`src/rtl/fib_seq_ctrl_pkg.sv`:
```
// Shared definitions for the Fibonacci sequencing controller: state encoding,
// mux select codes and the step-exit helper.
package fib_pkg;

    localparam int DATA_WIDTH     = 4;
    localparam int STATE_WIDTH    = 3;
    localparam int STEP_CNT_WIDTH = 8;

    localparam logic MUX_SEL_ADD = 1'b0;
    localparam logic MUX_SEL_DEC = 1'b1;

    typedef enum logic [STATE_WIDTH-1:0] {
        ST_IDLE     = 3'd0,
        ST_STEP     = 3'd1,
        ST_LOAD     = 3'd2,
        ST_CHK      = 3'd3,
        ST_ON_WAIT  = 3'd4,
        ST_OFF_WAIT = 3'd5,
        ST_GAP_WAIT = 3'd6,
        ST_DONE     = 3'd7
    } state_t;

    // Iteration stops when the count is exhausted or the hang guard trips.
    function automatic logic step_exit(input logic                      zero,
                                       input logic [STEP_CNT_WIDTH-1:0] cnt,
                                       input logic [STEP_CNT_WIDTH-1:0] limit);
        return zero | (cnt == limit);
    endfunction

endpackage

```
`src/rtl/fib_seq_ctrl_if.sv`:
```
// Control bundle between the sequencer, the Fibonacci datapath and the three
// interval timers; master is the sequencer side.
interface fib_seq_ctrl_if;

    logic start_in;
    logic zero_flag_in;
    logic t0_int_in;
    logic t1_int_in;
    logic t2_int_in;
    logic mux_sel_out;
    logic x1_set_out;
    logic x2_set_out;
    logic x3_set_out;
    logic x4_set_out;
    logic t0_start_out;
    logic t1_start_out;
    logic t2_start_out;
    logic led_out;
    logic busy_out;
    logic done_out;

    modport master (
        input  start_in, zero_flag_in, t0_int_in, t1_int_in, t2_int_in,
        output mux_sel_out, x1_set_out, x2_set_out, x3_set_out, x4_set_out,
        output t0_start_out, t1_start_out, t2_start_out,
        output led_out, busy_out, done_out
    );

    modport slave (
        output start_in, zero_flag_in, t0_int_in, t1_int_in, t2_int_in,
        input  mux_sel_out, x1_set_out, x2_set_out, x3_set_out, x4_set_out,
        input  t0_start_out, t1_start_out, t2_start_out,
        input  led_out, busy_out, done_out
    );

endinterface

```
`src/rtl/fib_seq_ctrl.sv`:
```
// Sequencer for the 4-bit Fibonacci datapath: iterates the count held in x4,
// loads the result back into x4, then blinks the LED once per unit of it.
module fib_seq_ctrl
    import fib_pkg::*;
#(
    parameter int REPEAT     = 0,
    parameter int STEP_LIMIT = 255
) (
    input  logic           clock_in,
    input  logic           reset_in,
    fib_seq_ctrl_if.master bus
);

    localparam logic [STEP_CNT_WIDTH-1:0] LIMIT_C  = STEP_CNT_WIDTH'(STEP_LIMIT);
    localparam logic                      REPEAT_C = (REPEAT != 0);

    state_t                    state_r;
    logic [STEP_CNT_WIDTH-1:0] step_cnt_r;
    logic                      led_r;
    logic                      step_exit_s;
    logic                      seq_set_s;
    logic                      x4_set_s;
    logic                      mux_sel_s;
    logic                      t0_start_s;
    logic                      t1_start_s;
    logic                      t2_start_s;
    logic                      busy_s;
    logic                      done_s;

    assign step_exit_s = step_exit(bus.zero_flag_in, step_cnt_r, LIMIT_C);

    // State, step counter and LED register.
    always_ff @(posedge clock_in) begin
        if (reset_in) begin
            state_r    <= ST_IDLE;
            step_cnt_r <= 8'd0;
            led_r      <= 1'b0;
        end else begin
            case (state_r)
                ST_IDLE: begin
                    if (REPEAT_C || bus.start_in) state_r <= ST_STEP;
                end
                ST_STEP: begin
                    if (step_exit_s) state_r    <= ST_LOAD;
                    else             step_cnt_r <= step_cnt_r + 8'd1;
                end
                ST_LOAD: begin
                    step_cnt_r <= 8'd0;
                    state_r    <= ST_CHK;
                end
                ST_CHK: begin
                    if (bus.zero_flag_in) begin
                        state_r <= ST_GAP_WAIT;
                    end else begin
                        led_r   <= 1'b1;
                        state_r <= ST_ON_WAIT;
                    end
                end
                ST_ON_WAIT: begin
                    if (bus.t0_int_in) begin
                        led_r   <= 1'b0;
                        state_r <= ST_OFF_WAIT;
                    end
                end
                ST_OFF_WAIT: begin
                    if (bus.t1_int_in) state_r <= ST_CHK;
                end
                ST_GAP_WAIT: begin
                    if (bus.t2_int_in) state_r <= ST_DONE;
                end
                ST_DONE: begin
                    state_r <= ST_IDLE;
                end
                default: begin
                    state_r    <= ST_IDLE;
                    step_cnt_r <= 8'd0;
                    led_r      <= 1'b0;
                end
            endcase
        end
    end

    // Strobe and timer-start decode; everything idles low unless the state asks.
    always_comb begin
        seq_set_s  = 1'b0;
        x4_set_s   = 1'b0;
        mux_sel_s  = MUX_SEL_ADD;
        t0_start_s = 1'b0;
        t1_start_s = 1'b0;
        t2_start_s = 1'b0;
        busy_s     = (state_r != ST_IDLE);
        done_s     = 1'b0;
        case (state_r)
            ST_STEP: begin
                if (!step_exit_s) begin
                    seq_set_s = 1'b1;
                    x4_set_s  = 1'b1;
                    mux_sel_s = MUX_SEL_DEC;
                end else begin
                    seq_set_s = 1'b0;
                end
            end
            ST_LOAD: begin
                x4_set_s  = 1'b1;
                mux_sel_s = MUX_SEL_ADD;
            end
            ST_CHK: begin
                if (bus.zero_flag_in) t2_start_s = 1'b1;
                else                  t0_start_s = 1'b1;
            end
            ST_ON_WAIT: begin
                if (bus.t0_int_in) begin
                    t1_start_s = 1'b1;
                    x4_set_s   = 1'b1;
                    mux_sel_s  = MUX_SEL_DEC;
                end else begin
                    t1_start_s = 1'b0;
                end
            end
            ST_DONE: begin
                done_s = 1'b1;
            end
            default: begin
                done_s = 1'b0;
            end
        endcase
    end

    assign bus.x1_set_out   = seq_set_s;
    assign bus.x2_set_out   = seq_set_s;
    assign bus.x3_set_out   = seq_set_s;
    assign bus.x4_set_out   = x4_set_s;
    assign bus.mux_sel_out  = mux_sel_s;
    assign bus.t0_start_out = t0_start_s;
    assign bus.t1_start_out = t1_start_s;
    assign bus.t2_start_out = t2_start_s;
    assign bus.led_out      = led_r;
    assign bus.busy_out     = busy_s;
    assign bus.done_out     = done_s;

endmodule

```
`src/flat_wrapper.sv`:
```
// flat-port wrapper written by rule: the top's interface ports become plain ports
module fib_seq_ctrl_flat import fib_pkg::*;
#(
    parameter int REPEAT     = 0,
    parameter int STEP_LIMIT = 255
)
  (clock_in, reset_in, bus_start_in, bus_zero_flag_in, bus_t0_int_in, bus_t1_int_in, bus_t2_int_in, bus_mux_sel_out, bus_x1_set_out, bus_x2_set_out, bus_x3_set_out, bus_x4_set_out, bus_t0_start_out, bus_t1_start_out, bus_t2_start_out, bus_led_out, bus_busy_out, bus_done_out);
  fib_seq_ctrl_if bus_i ();
  input  logic clock_in;
  input  logic reset_in;
  input wire logic [$bits(bus_i.start_in)-1:0] bus_start_in;
  input wire logic [$bits(bus_i.zero_flag_in)-1:0] bus_zero_flag_in;
  input wire logic [$bits(bus_i.t0_int_in)-1:0] bus_t0_int_in;
  input wire logic [$bits(bus_i.t1_int_in)-1:0] bus_t1_int_in;
  input wire logic [$bits(bus_i.t2_int_in)-1:0] bus_t2_int_in;
  output wire logic [$bits(bus_i.mux_sel_out)-1:0] bus_mux_sel_out;
  output wire logic [$bits(bus_i.x1_set_out)-1:0] bus_x1_set_out;
  output wire logic [$bits(bus_i.x2_set_out)-1:0] bus_x2_set_out;
  output wire logic [$bits(bus_i.x3_set_out)-1:0] bus_x3_set_out;
  output wire logic [$bits(bus_i.x4_set_out)-1:0] bus_x4_set_out;
  output wire logic [$bits(bus_i.t0_start_out)-1:0] bus_t0_start_out;
  output wire logic [$bits(bus_i.t1_start_out)-1:0] bus_t1_start_out;
  output wire logic [$bits(bus_i.t2_start_out)-1:0] bus_t2_start_out;
  output wire logic [$bits(bus_i.led_out)-1:0] bus_led_out;
  output wire logic [$bits(bus_i.busy_out)-1:0] bus_busy_out;
  output wire logic [$bits(bus_i.done_out)-1:0] bus_done_out;
  assign bus_i.start_in = bus_start_in;
  assign bus_i.zero_flag_in = bus_zero_flag_in;
  assign bus_i.t0_int_in = bus_t0_int_in;
  assign bus_i.t1_int_in = bus_t1_int_in;
  assign bus_i.t2_int_in = bus_t2_int_in;
  assign bus_mux_sel_out = bus_i.mux_sel_out;
  assign bus_x1_set_out = bus_i.x1_set_out;
  assign bus_x2_set_out = bus_i.x2_set_out;
  assign bus_x3_set_out = bus_i.x3_set_out;
  assign bus_x4_set_out = bus_i.x4_set_out;
  assign bus_t0_start_out = bus_i.t0_start_out;
  assign bus_t1_start_out = bus_i.t1_start_out;
  assign bus_t2_start_out = bus_i.t2_start_out;
  assign bus_led_out = bus_i.led_out;
  assign bus_busy_out = bus_i.busy_out;
  assign bus_done_out = bus_i.done_out;
  fib_seq_ctrl #(.REPEAT(REPEAT), .STEP_LIMIT(STEP_LIMIT)) u_core (.clock_in(clock_in), .reset_in(reset_in), .bus(bus_i));
endmodule
```
`config.mk`:
```
export PLATFORM = sky130hd
export DESIGN_NAME = fib_seq_ctrl_flat
export DESIGN_NICKNAME = d
export VERILOG_FILES = /design/src/rtl/fib_seq_ctrl_pkg.sv /design/src/rtl/fib_seq_ctrl_if.sv /design/src/rtl/fib_seq_ctrl.sv /design/src/flat_wrapper.sv
export SDC_FILE = /design/constraint.sdc
export NUM_CORES = 1
export LEC_CHECK = 0
export CAP_MARGIN = 25
export CORE_MARGIN = 10
export CORE_UTILIZATION = 40
export CTS_BUF_LIST = sky130_fd_sc_hd__clkbuf_16
export CTS_CLUSTER_DIAMETER = 150
export DETAILED_ROUTE_END_ITERATION = 8
export PLACE_DENSITY = 0.68
export SYNTH_ARGS = -nofsm -noshare
export SYNTH_HDL_FRONTEND = slang
export SYNTH_SLANG_ARGS = --single-unit
```
`constraint.sdc`:
```
create_clock -name clock_in -period 2.4 [get_ports clock_in]
set_input_delay 0.6 -clock clock_in [delete_from_list [all_inputs] [get_ports clock_in]]
set_output_delay 0.6 -clock clock_in [all_outputs]
set_load 0.05 [all_outputs]
```
## Word-level counts from Yosys, hierarchy flattened

Cells that the tools add are included.

| storage, ports and cells | value |
|---|---|
| register bits | 12 |
| bits in latches | 0 |
| RAM bits | 0 |
| memory bits (read-only) | 0 |
| output and inout port bits | 11 |
| word-level logic and storage cells | 50 |
| memories | 0 |

| cells by class | value |
|---|---|
| add/subtract/negate cells | 1 |
| $mul | 0 |
| divide/modulo/power cells | 0 |
| order comparisons | 0 |
| equality and inequality tests | 15 |
| shift-type cells | 0 |
| multiplexer cells | 23 |
| bitwise gates (word level) | 1 |
| reduce and logical (&&, ||, !) cells | 7 |

Operators with widths:

| cell | count |
|---|---|
| 3-bit one-hot mux with 8 select lines | 1 |
| 8-bit one-hot mux with 2 select lines | 1 |
| 3-bit 2-to-1 mux | 5 |
| 3-bit == test, second input constant | 4 |
| 2-bit != test, second input constant | 6 |
| 1-bit 2-to-1 mux | 11 |
| 8-bit by 1-bit adder with 8-bit output, second input constant | 1 |
| 8-bit == test, second input constant | 1 |
| 8-bit 2-to-1 mux | 1 |
| 3-bit by 2-bit == test with 1-bit output, second input constant | 2 |
| 5-bit AND reduction | 1 |
| 1-bit one-hot mux with 2 select lines | 2 |
| 2-bit nonzero test | 2 |
| 3-bit by 1-bit == test with 1-bit output, second input constant | 1 |
| 3-bit logical NOT | 1 |
| 1-bit one-hot mux with 3 select lines | 1 |
| 3-bit AND reduction | 1 |
| 3-bit nonzero test | 1 |
| 2-bit 2-to-1 mux | 1 |
| 2-bit by 1-bit != test with 1-bit output, second input constant | 1 |
| 2-bit AND reduction | 1 |
| 1-bit OR | 1 |

## Logic depth before layout (Yosys ltp)

Gate-level depths: netlist (run 1).

| depth | value |
|---|---|
| depth after elaboration | 4 |
| gate-level depth with buffers | 6 |

## Least setup slack after synthesis (run 1)

OpenSTA, ideal clock, no wires.

| path | value |
|---|---|
| path type | input -> output |
| start point | input port bus_zero_flag_in |
| end point | output port bus_x2_set_out |
| arrival | 2128 ps |
| slack | -328 ps |
| stages | 5 |
| cell sequence | or4b_1 -> buf_2 -> a21o_2 -> inv_1 -> buf_4 |

| on the way | value |
|---|---|
| cells in the longest elaborated chain, start to end | 3 |

Ends and longest elaborated chain:

| element | RTL line | text |
|---|---|---|
| start, declared | flat_wrapper.sv:12 | `input wire logic [$bits(bus_i.zero_flag_in)-1:0] bus_zero_flag_in;` |
| 1-bit OR | fib_seq_ctrl_pkg.sv:27 | `return zero \| (cnt == limit);` |
| 1-bit 2-to-1 mux | fib_seq_ctrl.sv:95 | `if (!step_exit_s) begin` |
| 1-bit 2-to-1 mux | fib_seq_ctrl.sv:93 | `case (state_r)` |
| end, declared | flat_wrapper.sv:18 | `output wire logic [$bits(bus_i.x2_set_out)-1:0] bus_x2_set_out;` |

Every way passes these cells.

## Final worst setup path (run 1)

Same ends and word-level chain as after synthesis.

==> out/results.txt, run 1 <==
The worst-case headroom to the max-slew limit was 66.4%; the fraction of post-synthesis cell area in the top cell type by area was 35.6%. After layout, the minimum clock period comes to 2360 ps. During synthesis, Yosys emitted a total of 0 warnings.

The total nets after synthesis is 96. Number of antenna violations at the first check in global routing: 0. Setup repair after global routing left no endpoint under its margin. After synthesis, the mean cell area works out to 7.68 sq um. The share of final-layout standard cells stronger than drive strength 1 was 27.5%; the number of DRC markers after the initial detailed-route iteration was 20. For the count of final max-slew check failures, the log shows 0.

The worst setup path is launched from a primary input. The initial core utilization was 43.3%; the remaining antenna violation count was 0. The run gives 26.6% as the proportion of power drawn by combinational gates.

Power spread over the standard cell area amounts to 674 nW/um^2. Of the available clock period, the critical path in the final layout requires 98.4%. Clock-pin slew was measured on the worst setup and hold paths at 40 ps.

In the final routed layout, each cell accounts on average for 13.2 microns. In the synthesized netlist the dominant register cell turns out to be dfxtp_1. Type of destination of the critical path: an output pin. The number of clock buffers added by TritonCTS is 3. The tools report the maximum clock skew at final layout as 2.94 ps.

The flow ran to the end, and the final reports show no timing, DRC or antenna violations. The detailed placer's ending HPWL came out at 1.28 mm. The region available for standard cell placement spans 1560 sq um.

For this design, the slowest cell found on the critical path is or4b_4. From synthesis to final layout, the design area changed by 54.8%. The worst setup path is of the primary input to output pin kind. Summing the sequential cell areas from Yosys gives 35.6% of the chip area. TritonCTS built the clock tree. The die area is 3730 sq um, and the global-route wire length before repair is 2.89 mm. The number of hold buffers added after CTS was 0.

The number of buffers on the longest clock path is 2, and the via-per-instance ratio is 5.42. For this design, the sink count on the clock tree is 12. For this run, asynchronously set or reset flops after synthesis account for 0%. Routed wire length: 1.65 mm.

The worst-margin pin slew is 491 ps. The switching part of the total power is 27.4%. The run gives 88 as the gate count of the mapped netlist. Counting the fill cells in the layout gives 125.

The via count of the first global-routing pass came out at 647. The worst register-to-register path has a setup slack of 380 ps. The classification of the worst-slack hold path is register to register. After synthesis, the netlist uses 29 different library cells. On the final layout, the worst hold slack is 474 ps. After layout, the worst setup slack is 37.7 ps.

The run gives 0 ps as the final sum of negative setup slack. STA puts the critical path data arrival time at 1760 ps. The run gives 0.792 as the global placer's final weighted congestion. Cell type with the largest total area after synthesis: dfxtp_1. Walking the worst path, the cells encountered are buf_2 > or4b_4 > a21o_4 > clkinvlp_4 > buf_12. Count of unresolved DRC violations after routing: 0.

Port buffering added 17 buffers. Die height: 61.1 microns. Yosys attributes the largest share of cell area to dfxtp_1, a21oi_1, nor2_1. The sequential share of power was 30.6%. STA puts the critical path data required time at 1800 ps. The overall routing resource usage was 9.74%; the worst setup slack before clock tree synthesis was -267 ps. The run gives 118 as the net total in the final layout. CTS placed an instance of clkbuf_16 at the clock tree root. The number of vias in the routed layout was 678; the highest clock rate was 423 MHz.

For the latest clock arrival within the worst-skew pair, the log shows 240 ps. The run gives 1 as the H-tree depth. 0 antenna diodes ended up in the layout.

The internal power of the cells totals 511 uW. Die width: 61.1 microns. The netlist area before placement was 676 sq um. Entering global routing, the biggest net connects 11 pins. The largest single stage delay on the critical path is 520 ps. In this run the worst path has a maximum fanout of 4. The number of synthesized flops with an enable pin is 0, and the placement row count is 14. The number of placed I/O pins is 18, and the power share of the clock group is 42.8%. The tools report the global-route congestion overflow total as 0. The run gives 193 uW as the net switching component of the power. The logs give 0.000409 uW for the reported leakage power and 0 for the final setup violation count. For the number of max-cap violations, the log shows 0. The hold violation total from the final report is 0, and the maximum vdd drop is 0.553 mV.

The first detailed-routing pass ran for 4 iterations. Counting flops and latches in the post-synthesis netlist gives 12.
## state kept, by name (all words and copies together), names as in the netlist
name	cells
u_core.step_cnt_r	8
u_core.bus.led_out	1
u_core.state_r	3
## power groups by stage
| stage | combinational [uW] | sequential (uW) | clock, uW |
|---|---|---|---|
| global route | 199 | 216 | 316 |
| floorplan | 115 | 218 | 0 |
| detailed placement | 185 | 219 | 0 |
| global placement | 183 | 219 | 0 |
| CTS | 189 | 215 | 310 |
| finish | 187 | 216 | 302 |
## per-stage QoR
stage	cells	power [uW]	area, sq um	utilization [%]
floorplan	88	333	711	-
global route	125	732	1050	67.1
CTS	125	714	1050	67.1
finish	125	705	1050	67.1
global placement	120	402	953	61.2
detailed placement	120	404	953	61.2
## logic make-up (layout without fill, tap and decap cells)
group | Yosys count | after routing | share of synthesized area [%]
buffers and inverters | 12 | 33 | 9.07
adder cells (fa/ha/maj) | 1 | 1 | 1.85
XOR/XNOR | 3 | 3 | 3.89
AND/OR/NAND/NOR | 41 | 41 | 31.9
flip-flops | 12 | 12 | 35.6
multiplexers | 1 | 1 | 1.48
AO/OA/AOI/OAI | 18 | 18 | 16.3
## routing by layer
metal / part of all wire [%] / routed length, microns / global-route usage [%] / vias to the layer above
li1: - / - / - / 347
met1: 44 / 728 / 12.0 / 314
met2: 49 / 816 / 15.5 / 15
met3: 5.4 / 90 / 4.53 / 2
met4: 1.0 / 17 / 1.30 / 0
met5: 0 / 0 / 0 / -
## critical path: cells and delay by family
kind | cells | cell delay [ps]
compound gates | 1 | 220
buf+inv | 3 | 410
simple gates | 1 | 520
## path summary, 6_finish.rpt
path / start / to / depth (start not counted)
max: bus_zero_flag_in / bus_x2_set_out / 5
min: u_core.step_cnt_r[1] / u_core.step_cnt_r[1] / 2
max reg2reg: u_core.state_r[1] / u_core.step_cnt_r[7] / 5
min reg2reg: u_core.step_cnt_r[1] / u_core.step_cnt_r[1] / 2
## cells in the mapped netlist, drive strengths merged (2+ instances only)
master and instances:
nand2 9, or3 7, clkbuf 2, and3 3, o21ai 5, nor2 10, nand2b 2, nand3 4
xnor2 3, nor3 2, a21oi 8, buf 4, inv 6, dfxtp 12
## placed cells by master, fill, tap and decap left out
| cell | instances |
|---|---|
| dfxtp_1 | 12 |
| nor2_1 | 10 |
| nand2_1 | 8 |
| a21oi_1 | 8 |
| buf_12 | 8 |
| buf_4 | 8 |
| clkdlybuf4s50_1 | 6 |
| inv_1 | 5 |
| o21ai_0 | 5 |
| or3_2 | 3 |
| or3_1 | 3 |
| nand3_1 | 3 |
| xnor2_1 | 3 |
| clkbuf_16 | 3 |
| and3_1 | 2 |
| nand2b_1 | 2 |
| nor3_1 | 2 |
| nand3b_1 | 1 |
| or3_4 | 1 |
| and4_1 | 1 |
| or4b_4 | 1 |
| a21o_4 | 1 |
| clkinvlp_4 | 1 |
| nand2_2 | 1 |
| nand3_2 | 1 |
| and3_2 | 1 |
| nand4_1 | 1 |
| o31ai_1 | 1 |
| o2111ai_1 | 1 |
| a2111o_1 | 1 |
| mux2i_1 | 1 |
| a2111oi_0 | 1 |
| ha_1 | 1 |
| clkinv_1 | 1 |
| buf_2 | 1 |
## area by class of cell
class	count	area, sq um	area share, %
Inverter	6	26.3	2.51
Sequential cell	12	240	23.0
Multi-Input combinational cell	64	395	37.8
Tap cell	16	20.0	1.91
Clock inverter	1	3.75	0.359
Clock buffer	3	75.1	7.18
Timing Repair Buffer	23	285	27.3
## timing repair
action / 4_1_cts / 5_1_grt
buffers inserted: 1 / 0
setup endpoints to repair: 6 / 0
gates resized for setup: 7 / 0
No activity file was read; power rests on OpenSTA's default activity.
==> run 2, diff against run 1 <==
SLEW_MARGIN = 30   (was not set)
==> results of run 2 <==
No change in the layout: final DEF, timing and power equal those of run 1.
==> run 3, diff against run 2 <==
SLEW_MARGIN = not set   (was 30)
clock period = 2.9 ns   (was 2.4 ns; I/O delays follow)
==> run 3 against run 2 <==
Effect of this change:
- via count is 1.3% lower
- clock skew is 0.98 ps lower
- combinational power is 21% lower
- flip-flop and latch count stayed put
- sequential share of layout area is 0.22 points higher
- non-clock buffer count is 1 lower
- critical path depth stayed put
- utilization is 0.64 points lower
- routed wire length is 5.9% higher
- hold slack better by 7.3 ps
- largest cell class unchanged
==> out/results.txt, run 3 (synthesized netlist as in run 1, its figures left out) <==
The run finished with clean final reports. Global routing consumed, over all layers together, 10.3% of the routing resources. Dividing the detail-routed via count by the number of cells gives 5.40. For the global-route congestion overflow total, the log shows 0. The worst setup slack before clock tree synthesis is -49.5 ps, and the number of cells traversed by the worst hold path is 2.

The maximum number of pins on one net before global-route repair was 12; the worst reg2reg path depth was 5. The logs give 0 for the number of antenna violations at the first check in global routing and 137 for the number of filler cells placed in the layout. TritonCTS built the clock tree. For the die area, the log shows 3730 sq um. After legalization and detailed placement, the total HPWL measured 1.33 mm.

The tool flagged a number of max-cap violations equal to 0. The floorplan step set the die height to 61.1 microns. In this run the static leakage power is 0.000393 uW.

The critical path goes through dlygate4sd2_1 > or4b_4 > a21o_4 > clkinvlp_4 > buf_12. In this run the remaining antenna-violating nets after routing total 0. The run gives 1.75 mm as the routed wire length.

The family of cells with the greatest summed delay on the critical path is buffers and inverters. The count of final max-slew check failures was 0; the post-route fraction of the period consumed by the critical path was 95.6%. In this run the cell area measured after placement is 941 sq um.

Clock skew on the completed layout was measured at 1.96 ps. The standard cell with the maximum stage delay on the critical path was or4b_4. Data arrives at the worst endpoint at 2050 ps. Cell count along the critical path: 5.

The library cells used most frequently in the layout, excluding fill and tap cells, are dfxtp_1, nor2_1, nand2_1. The worst setup path is captured at an output pin. The tools report the minimum setup slack in the final design as 128 ps. The worst hold slack after final layout came out at 481 ps. The design draws 585 uW.

Leaving out fill and tap cells, the most frequent cell in the layout is dfxtp_1. The clock reaches the later pin of the worst-skew pair after 240 ps. Layout overhead on the synthesized area: 53.3%. Setup repair after global routing left no endpoint under its margin. The run gives 0 as the number of diodes added for antenna fixing. For this run, the slowest stage of the critical path takes 540 ps. The kind of launch point of the worst setup path was a primary input. Of all nets on the critical path, the largest fanout is 4. The tools report the hold violation total from the final report as 0. The area inside the core boundary came out at 1560 sq um. Measured along the x axis, the die boundary spans 61.1 microns. Net total in the final layout: 117. The critical path is of the primary input to output pin type. Ranked by flip-flop count, first place goes to u_core.step_cnt_r.

In this run the power density over the cells is 565 nW/um^2. The per-cell routed wire length came out at 14.1 microns. The floorplan has 14 rows. The classification of the worst-slack hold path is register to register.

For the number of iterations in the first detailed-routing pass, the log shows 4. The logs give 0.312 mV for the maximum vdd drop and 9 for the number of DRC markers after the initial detailed-route iteration. The highest clock rate is 361 MHz.

For the pin with the worst max-slew slack, the measured transition is 485 ps. The register with the most flip-flops in the layout has 8 of them. The number of buffers on the longest clock path is 2, and the final design instance area without fill is 1040 sq um.

Setup violations remaining at the end of the flow were counted as 0. During I/O placement, the number of pins put on the boundary was 18. In this run the tool buffered the top-level ports with 17 buffer cells. The first global-routing pass estimated 2.82 mm of wire. In the routed design, unresolved DRC markers number 0. Cells with a size suffix above 1 make up 22.2% of the layout. The routed layout has 669 vias. Counting every sink on the clock net gives 12. The number of buffers added by the clock tree synthesis step is 3, and the via count of the first global-routing pass is 597. The initial utilization of the core area, before any placement, comes to 43.3%. The H-tree depth is 1, and the clock slew at the register clock pins of the worst setup and hold paths is 40 ps. The worst pin sits at a relative slew slack of 66.8%. The final period demand of the worst path is 2770 ps. The tools report the CTS root buffer as clkbuf_16. The congestion estimate from routability-driven global placement came to 0.862. For the worst setup path, the data required time is 2170 ps. The critical path contains buffers and inverters numbering 3 combined.

Summed over all failing endpoints, the final setup total negative slack is 0 ps.
## run 3: where the power goes
group / internal [uW] / leakage (uW) / switching (uW) / total [uW]
clock network: 182 / 0.0000385 / 72.9 / 254
logic: 68.1 / 0.000257 / 79.0 / 147
registers: 172 / 0.0000972 / 11.4 / 183
total: 422 / 0.000393 / 163 / 585
## run 3: final timing paths
kind,from,to,slack [ps]
worst max-delay path,bus_zero_flag_in,bus_x3_set_out,130
worst min-delay path,u_core.bus.led_out,u_core.bus.led_out,480
worst max register to register,u_core.state_r[0],u_core.step_cnt_r[7],850
worst min register to register,u_core.bus.led_out,u_core.bus.led_out,480
## run 3: routing by layer
metal	share of wire (%)	wire length (microns)	GRT usage, %	vias up
li1	-	-	-	343
met1	41	725	10.4	307
met2	49	852	16.7	16
met3	7.7	135	5.97	3
met4	1.9	34	4.89	0
met5	0	0	0	-
## run 3: through the flow
stage / std cells / utilization [%]
final: 124 / 66.5
after floorplan: 88 / -
after global placement: 119 / 60.4
after detailed placement: 119 / 60.4
after CTS: 124 / 66.5
after global routing: 124 / 66.5
## run 3: final cells by class
cell class / instances / area [sq um] / area share [%]
clock buffers: 3 / 75.1 / 7.25
clock inverters: 1 / 3.75 / 0.362
inverters: 6 / 26.3 / 2.54
multi-input cells: 64 / 384 / 37.1
flip-flops and latches: 12 / 240 / 23.2
well taps: 16 / 20.0 / 1.93
repair buffers: 22 / 287 / 27.7
## run 3: timing repair
item | in CTS | in global routing
hold buffers | 0 | 0
setup buffers | 1 | 0
resized for setup | 3 | 0
setup endpoints to repair | 4 | 0
## run 3: worst reg2reg max path, cell delays in order (launching register included)
cell	delay, ps
dfxtp_1	480
or4b_4	520
buf_4	170
or3_1	370
or3_1	310
a21oi_1	130
